## config.mk

```make
export PLATFORM = sky130hd
export DESIGN_NAME = pong_ball_ctrl
export DESIGN_NICKNAME = d
export VERILOG_FILES = /design/src/rtl/pong_ball_ctrl.sv
export SDC_FILE = /design/constraint.sdc
export NUM_CORES = 1
export LEC_CHECK = 0
export ABC_AREA = 1
export BUFFER_PORTS_ARGS = -buffer_cell sky130_fd_sc_hd__buf_4
export CORE_AREA = 4 4 121 94
export CTS_CLUSTER_DIAMETER = 30
export CTS_CLUSTER_SIZE = 12
export DETAILED_ROUTE_END_ITERATION = 6
export DIE_AREA = 0 0 125 98
export PLACE_DENSITY = 0.78
export SYNTH_ARGS = -nofsm -noshare
export SYNTH_HDL_FRONTEND = slang
export SYNTH_SLANG_ARGS = --single-unit
```

## constraint.sdc

```tcl
create_clock -name clock -period 2.9 [get_ports clock]
set_input_delay 0.29 -clock clock [delete_from_list [all_inputs] [get_ports clock]]
set_output_delay 0.29 -clock clock [all_outputs]
set_load 0.05 [all_outputs]
```

## src/rtl/pong_ball_ctrl.sv

```systemverilog
// rtl/pong_ball_ctrl.sv - Pong ball motion, collision and scoring engine
// Optional build macro SPEED_UP_EN: each paddle hit raises speed by one, capped at MAX_SPEED.
module pong_ball_ctrl #(
    parameter int H_RES       = 640,
    parameter int TOP_WALL    = 24,
    parameter int BOT_WALL    = 476,
    parameter int BALL        = 8,
    parameter int L_FACE      = 38,
    parameter int R_FACE      = 602,
    parameter int SPEED       = 2,
    parameter int MAX_SPEED   = 6,
    parameter int STEP_DIV    = 416667,
    parameter int SERVE_STEPS = 120,
    parameter int WIN_SCORE   = 9
) (
    input  logic       clock,
    input  logic       reset,
    input  logic [9:0] l_top,
    input  logic [9:0] l_bot,
    input  logic [9:0] r_top,
    input  logic [9:0] r_bot,
    output logic [9:0] ball_x,
    output logic [9:0] ball_y,
    output logic       round_restart,
    output logic       paddle_hit,
    output logic [3:0] score_l,
    output logic [3:0] score_r,
    output logic       game_over
);
    localparam int PW    = (STEP_DIV > 1) ? $clog2(STEP_DIV) : 1;
    localparam int SW    = $clog2(SERVE_STEPS + 1);
    localparam int SPD_W = $clog2(((MAX_SPEED > SPEED) ? MAX_SPEED : SPEED) + 1);

    localparam logic [9:0] X_CTR  = 10'd316;
    localparam logic [9:0] Y_CTR  = 10'd236;
    localparam logic [9:0] HRES_W = 10'(H_RES);
    localparam logic [9:0] TOP_W  = 10'(TOP_WALL);
    localparam logic [9:0] BOT_W  = 10'(BOT_WALL);
    localparam logic [9:0] BALL_W = 10'(BALL);
    localparam logic [9:0] LF_W   = 10'(L_FACE);
    localparam logic [9:0] RF_W   = 10'(R_FACE);

    typedef enum logic [1:0] {SERVE, PLAY, SCORED, GAME_OVER} state_t;

    state_t           state;
    logic [PW-1:0]    presc;
    logic [SW-1:0]    serve_cnt;
    logic [SPD_W-1:0] speed;
    logic             dir_x;
    logic             dir_y;
    logic             step;
    logic [9:0]       spd;

    logic [9:0] nx;
    logic [9:0] ny;
    logic       ndx;
    logic       ndy;
    logic       hit;
    logic       miss;
    logic       l_ovl;
    logic       r_ovl;

    assign step = (presc == PW'(STEP_DIV - 1));
    assign spd  = 10'(speed);

    always_comb begin
        ny    = ball_y;
        ndy   = dir_y;
        nx    = ball_x;
        ndx   = dir_x;
        hit   = 1'b0;
        miss  = 1'b0;
        l_ovl = (ball_y + BALL_W > l_top) && (ball_y < l_bot);
        r_ovl = (ball_y + BALL_W > r_top) && (ball_y < r_bot);

        if (dir_y) begin
            if (ball_y + BALL_W + 10'd1 >= BOT_W) begin
                ny  = BOT_W - BALL_W;
                ndy = 1'b0;
            end else begin
                ny = ball_y + 10'd1;
            end
        end else begin
            if (ball_y <= TOP_W + 10'd1) begin
                ny  = TOP_W;
                ndy = 1'b1;
            end else begin
                ny = ball_y - 10'd1;
            end
        end

        if (!dir_x) begin
            if (ball_x >= LF_W && ball_x <= LF_W + spd && l_ovl) begin
                nx  = LF_W;
                ndx = 1'b1;
                hit = 1'b1;
            end else if (ball_x <= spd) begin
                miss = 1'b1;
            end else begin
                nx = ball_x - spd;
            end
        end else begin
            if (ball_x + BALL_W <= RF_W && ball_x + BALL_W + spd >= RF_W && r_ovl) begin
                nx  = RF_W - BALL_W;
                ndx = 1'b0;
                hit = 1'b1;
            end else if (ball_x + BALL_W + spd >= HRES_W) begin
                miss = 1'b1;
            end else begin
                nx = ball_x + spd;
            end
        end
    end

    always_ff @(posedge clock) begin
        if (!reset) begin
            state         <= SERVE;
            presc         <= '0;
            serve_cnt     <= '0;
            speed         <= SPD_W'(SPEED);
            ball_x        <= X_CTR;
            ball_y        <= Y_CTR;
            dir_x         <= 1'b1;
            dir_y         <= 1'b1;
            score_l       <= 4'd0;
            score_r       <= 4'd0;
            round_restart <= 1'b0;
            paddle_hit    <= 1'b0;
            game_over     <= 1'b0;
        end else begin
            presc         <= step ? '0 : presc + 1'b1;
            round_restart <= 1'b0;
            paddle_hit    <= 1'b0;
            case (state)
                SERVE: begin
                    if (step) begin
                        if (serve_cnt == SW'(SERVE_STEPS - 1)) begin
                            serve_cnt <= '0;
                            state     <= PLAY;
                        end else begin
                            serve_cnt <= serve_cnt + 1'b1;
                        end
                    end
                end
                PLAY: begin
                    if (step) begin
                        if (miss) begin
                            // dir_x already points at the conceding side, so it is kept
                            state         <= SCORED;
                            round_restart <= 1'b1;
                            speed         <= SPD_W'(SPEED);
                            ball_x        <= X_CTR;
                            ball_y        <= Y_CTR;
                            if (dir_x) score_l <= score_l + 4'd1;
                            else       score_r <= score_r + 4'd1;
                        end else begin
                            ball_x     <= nx;
                            ball_y     <= ny;
                            dir_x      <= ndx;
                            dir_y      <= ndy;
                            paddle_hit <= hit;
`ifdef SPEED_UP_EN
                            if (hit && speed < SPD_W'(MAX_SPEED)) speed <= speed + 1'b1;
`endif
                        end
                    end
                end
                SCORED: begin
                    if (score_l == 4'(WIN_SCORE) || score_r == 4'(WIN_SCORE)) begin
                        state     <= GAME_OVER;
                        game_over <= 1'b1;
                    end else begin
                        state <= SERVE;
                    end
                end
                default: begin
                    game_over <= 1'b1;
                end
            endcase
        end
    end
endmodule

```

==> impl_metrics.toml <==
[floorplanning]
fp.dieH_um = 98
std_cell_rows = 32
core_area_mm2 = 0.0102
die-area_mm2 = 0.0123
start_util_pct = 53.3
die_w_um = 125
io_pins = 73

[setup_path]
cp_slowest_cell = "dfxtp_4"
critical_path_class = "reg2reg"
reg2reg_slack_ns = 0.07
crit_path_end_kind = "flop"
worst_setup_path_start_kind = "flop"
path_buf_inv = 5
crit_chain = "buf_8 > nand2_2 > inv_2 > nand4_1 > xor2_2 > ha_1 > nand2_2 > nor2_4 > buf_4 > nand4_1 > nand2_1 > inv_1 > nand2_2 > a21oi_4 > nand3_4 > nand3_4 > nand3_4 > inv_6 > nand2_1 > o21ai_1 > nand2_1"
critical_path.max_stage_delay_ns = 0.36
rr_startpoint = "ball_y[4]"
crit_fanout = 8
reg2regPathDepth = 21
r2r-end = "dir_y"
crit_required_ns = 3.10
cp_data_arrival_time_ns = 3.04
cp_top_family = "simple AND/OR/NAND/NOR gates"

[sta]
max_slew_margin_pct = 62.2
period_share_pct = 97.7
tightest_slew_ns = 0.566
fin_skew_ns = 0.00776
fmax_mhz = 353
fin_crit_ns = 2.83
setup_viol = 0
setup_ws_ns = 0.0666
hold_violations = 0
maxSlewViolCount = 0

[synth]
synth.largest_area_cell = "dfxtp_1"
ys_seq_area_share_pct = 22.2
synth_area_mm2 = 0.00542
yosysWarnings = 0
postSynthCellCount = 833
synth_area_leaders = "dfxtp_1, ha_1, nand2_1"
synth_edf_count = 0
ys_ff_latch = 60
avgSynthCellArea_um2 = 6.51
dominantRegCellSynth = "dfxtp_1"
async_reset_ff_share_pct = 0
netlist-cell-type-count = 49
synth_nets = 937
synth_top_cell_area_share_pct = 22.2

[global_route]
grt_pass1_wl_mm = 24.7
grt_usage_pct = 23.9
antenna_found_initial = 0
grt_start_max_net_pins = 23
grt_overflow = 0
grt_pass1_vias = 5108

[worst_hold_path]
whs_endpoint = "ball_x[4]"
hp-class = "in2reg"
whs_path_depth = 2
hp-start = "reset"

[clocking]
cts_sinks = 60
clkTransAtPathRegs_ns = 0.05
cts-root-buf = "clkbuf_16"
cts_made_buffers = 9
cts_htree_levels = 3
cts_tree = "done"
cts.path.max_buffers = 2
worstSkewPairLatency_ns = 0.33

[placement]
dp_slack_ns = -0.0809
io_buffers = 71
gp_congestion = 1.01
dp_hpwl_mm = 11.2
placed_area_mm2 = 0.00626

[routing]
first_pass_iters = 7
wire_per_inst_um = 14.2
drt_iter0_drc = 565
postRouteAntennaNets = 0
dr_total_vias = 5859
remaining_drc_errors = 1
drt-vias-per-instance = 5.37
wl_mm = 15.5

[layout]
drive_gt1_share_pct = 20.3
area_growth_pct = 27.7
finalInstanceArea_mm2 = 0.00693
fillers = 886
diodes = 0
final_nets = 1054

[flow_run]
cap_violations = 0

[power_and_ir_drop]
ir_worst_vdd_v = 0.000345
powerDensity_mw_per_mm2 = 302
p_leak_nw = 3.32

[outcome]
violations = "design-rule violations"
outcome = "complete, but fails checks"
## state kept, by name, summed over array words and instances (netlist names)
name / flops
state: 2
serve_cnt: 7
dir_y: 1
game_over: 1
score_l: 4
paddle_hit: 1
ball_y: 10
score_r: 4
round_restart: 1
presc: 19
ball_x: 9
dir_x: 1
## cell usage after synthesis, types with 5 or more instances
library cell,number
nand2_1,160
inv_1,140
nor2_1,80
ha_1,62
dfxtp_1,60
nand3_1,59
o21ai_0,55
a21oi_1,52
nand4_1,29
xor2_1,19
nor3_1,11
o21ai_1,9
clkbuf_1,8
buf_2,6
xnor2_1,6
a31oi_1,5
nor4_1,5
o211ai_1,5
## how the worst max path moves through the flow
stage,start,end,slack [ns],depth (start not counted)
6_report,ball_y[4],dir_y,0.07,21
2_1_floorplan,ball_y[4],ball_y[2],0.01,19
5_1_grt,ball_y[4],dir_y,-0.09,20
4_1_cts,ball_y[4],dir_y,0.009,20
3_3_place_gp,ball_y[3],ball_y[6],0.02,20
3_5_place_dp,ball_y[3],ball_y[6],-0.08,20
## per-stage QoR
stage	hold WS (ns)	utilization [%]	power, W	setup TNS [ns]	cells
floorplan	0.428	-	0.000930	0	833
global placement	0.444	61.6	0.000991	0	1051
detailed placement	0.451	61.6	0.000995	-0.424	1051
CTS	0.260	65.2	0.00209	0	1069
global route	0.282	68.1	0.00216	-0.474	1091
finish	0.269	68.1	0.00209	0	1091
## logic make-up after synthesis
kind of cell	after synthesis	synth area share, %
AND/OR/NAND/NOR	374	32.4
buffers and inverters	164	12.0
AO/OA/AOI/OAI	146	14.8
adder cells (fa/ha/maj)	62	14.3
flip-flops	60	22.2
XOR/XNOR	26	4.34
other	1	0.0692
## worst register-to-register path, stage by stage (launching register included)
cell	delay, ns
dfxtp_4	0.36
buf_8	0.12
nand2_2	0.06
inv_2	0.05
nand4_1	0.14
xor2_2	0.24
ha_1	0.33
nand2_2	0.11
nor2_4	0.06
buf_4	0.12
nand4_1	0.06
nand2_1	0.05
inv_1	0.06
nand2_2	0.08
a21oi_4	0.13
nand3_4	0.11
nand3_4	0.13
nand3_4	0.13
inv_6	0.11
nand2_1	0.07
o21ai_1	0.10
nand2_1	0.09
## power breakdown
group | internal [W] | switching (W) | total, W
logic | 0.0000775 | 0.0000813 | 0.000159
clock network | 0.000739 | 0.000365 | 0.00110
registers | 0.000825 | 0.00000344 | 0.000829
total | 0.00164 | 0.000450 | 0.00209
## layout by cell type, fill, tap and decap left out, drive strengths merged
cell type,netlist,layout
a211oi,4,4
a21o,1,1
a21oi,54,54
a311oi,1,1
a31o,1,1
a31oi,5,5
and3,1,1
buf,11,125
bufinv,0,1
clkbuf,8,13
clkinv,1,2
clkinvlp,0,1
conb,1,1
dfxtp,60,60
ha,62,62
inv,144,144
nand2,166,166
nand3,65,65
nand3b,3,3
nand4,30,30
nor2,83,83
nor3,13,13
nor3b,4,4
nor4,5,5
o211ai,5,5
o21a,4,4
o21ai,65,65
o21bai,1,1
o22ai,3,3
o31ai,2,2
or2,2,2
or4,2,2
xnor2,7,7
xor2,19,19
## what timing repair did
| item | CTS | global route |
|---|---|---|
| gates resized for setup | 12 | 31 |
| endpoints found under the setup margin | 14 | 29 |
| buffers inserted | 2 | 22 |
| hold buffers | 0 | 0 |
| endpoints found under the hold margin | 0 | 0 |
| pin swaps | 5 | 16 |
## area by class of cell
type / count / area, um^2 / share of cell area [%]
Tap cell: 136 / 170 / 2.46
Inverter: 145 / 552 / 7.97
Sequential cell: 60 / 1220 / 17.6
Clock buffer: 13 / 272 / 3.92
Timing Repair Buffer: 125 / 965 / 13.9
Clock inverter: 3 / 42.5 / 0.614
Multi-Input combinational cell: 609 / 3710 / 53.5
## layer usage
layer  global-route usage (%)  wire length (um)  share of wire [%]
met1                     35.1              6990                 45
met2                     35.9              6660                 43
met3                     5.08              1510                9.7
met4                     5.17               311                2.0
met5                        0                 0                  0
(Power assumes the default switching activity.)
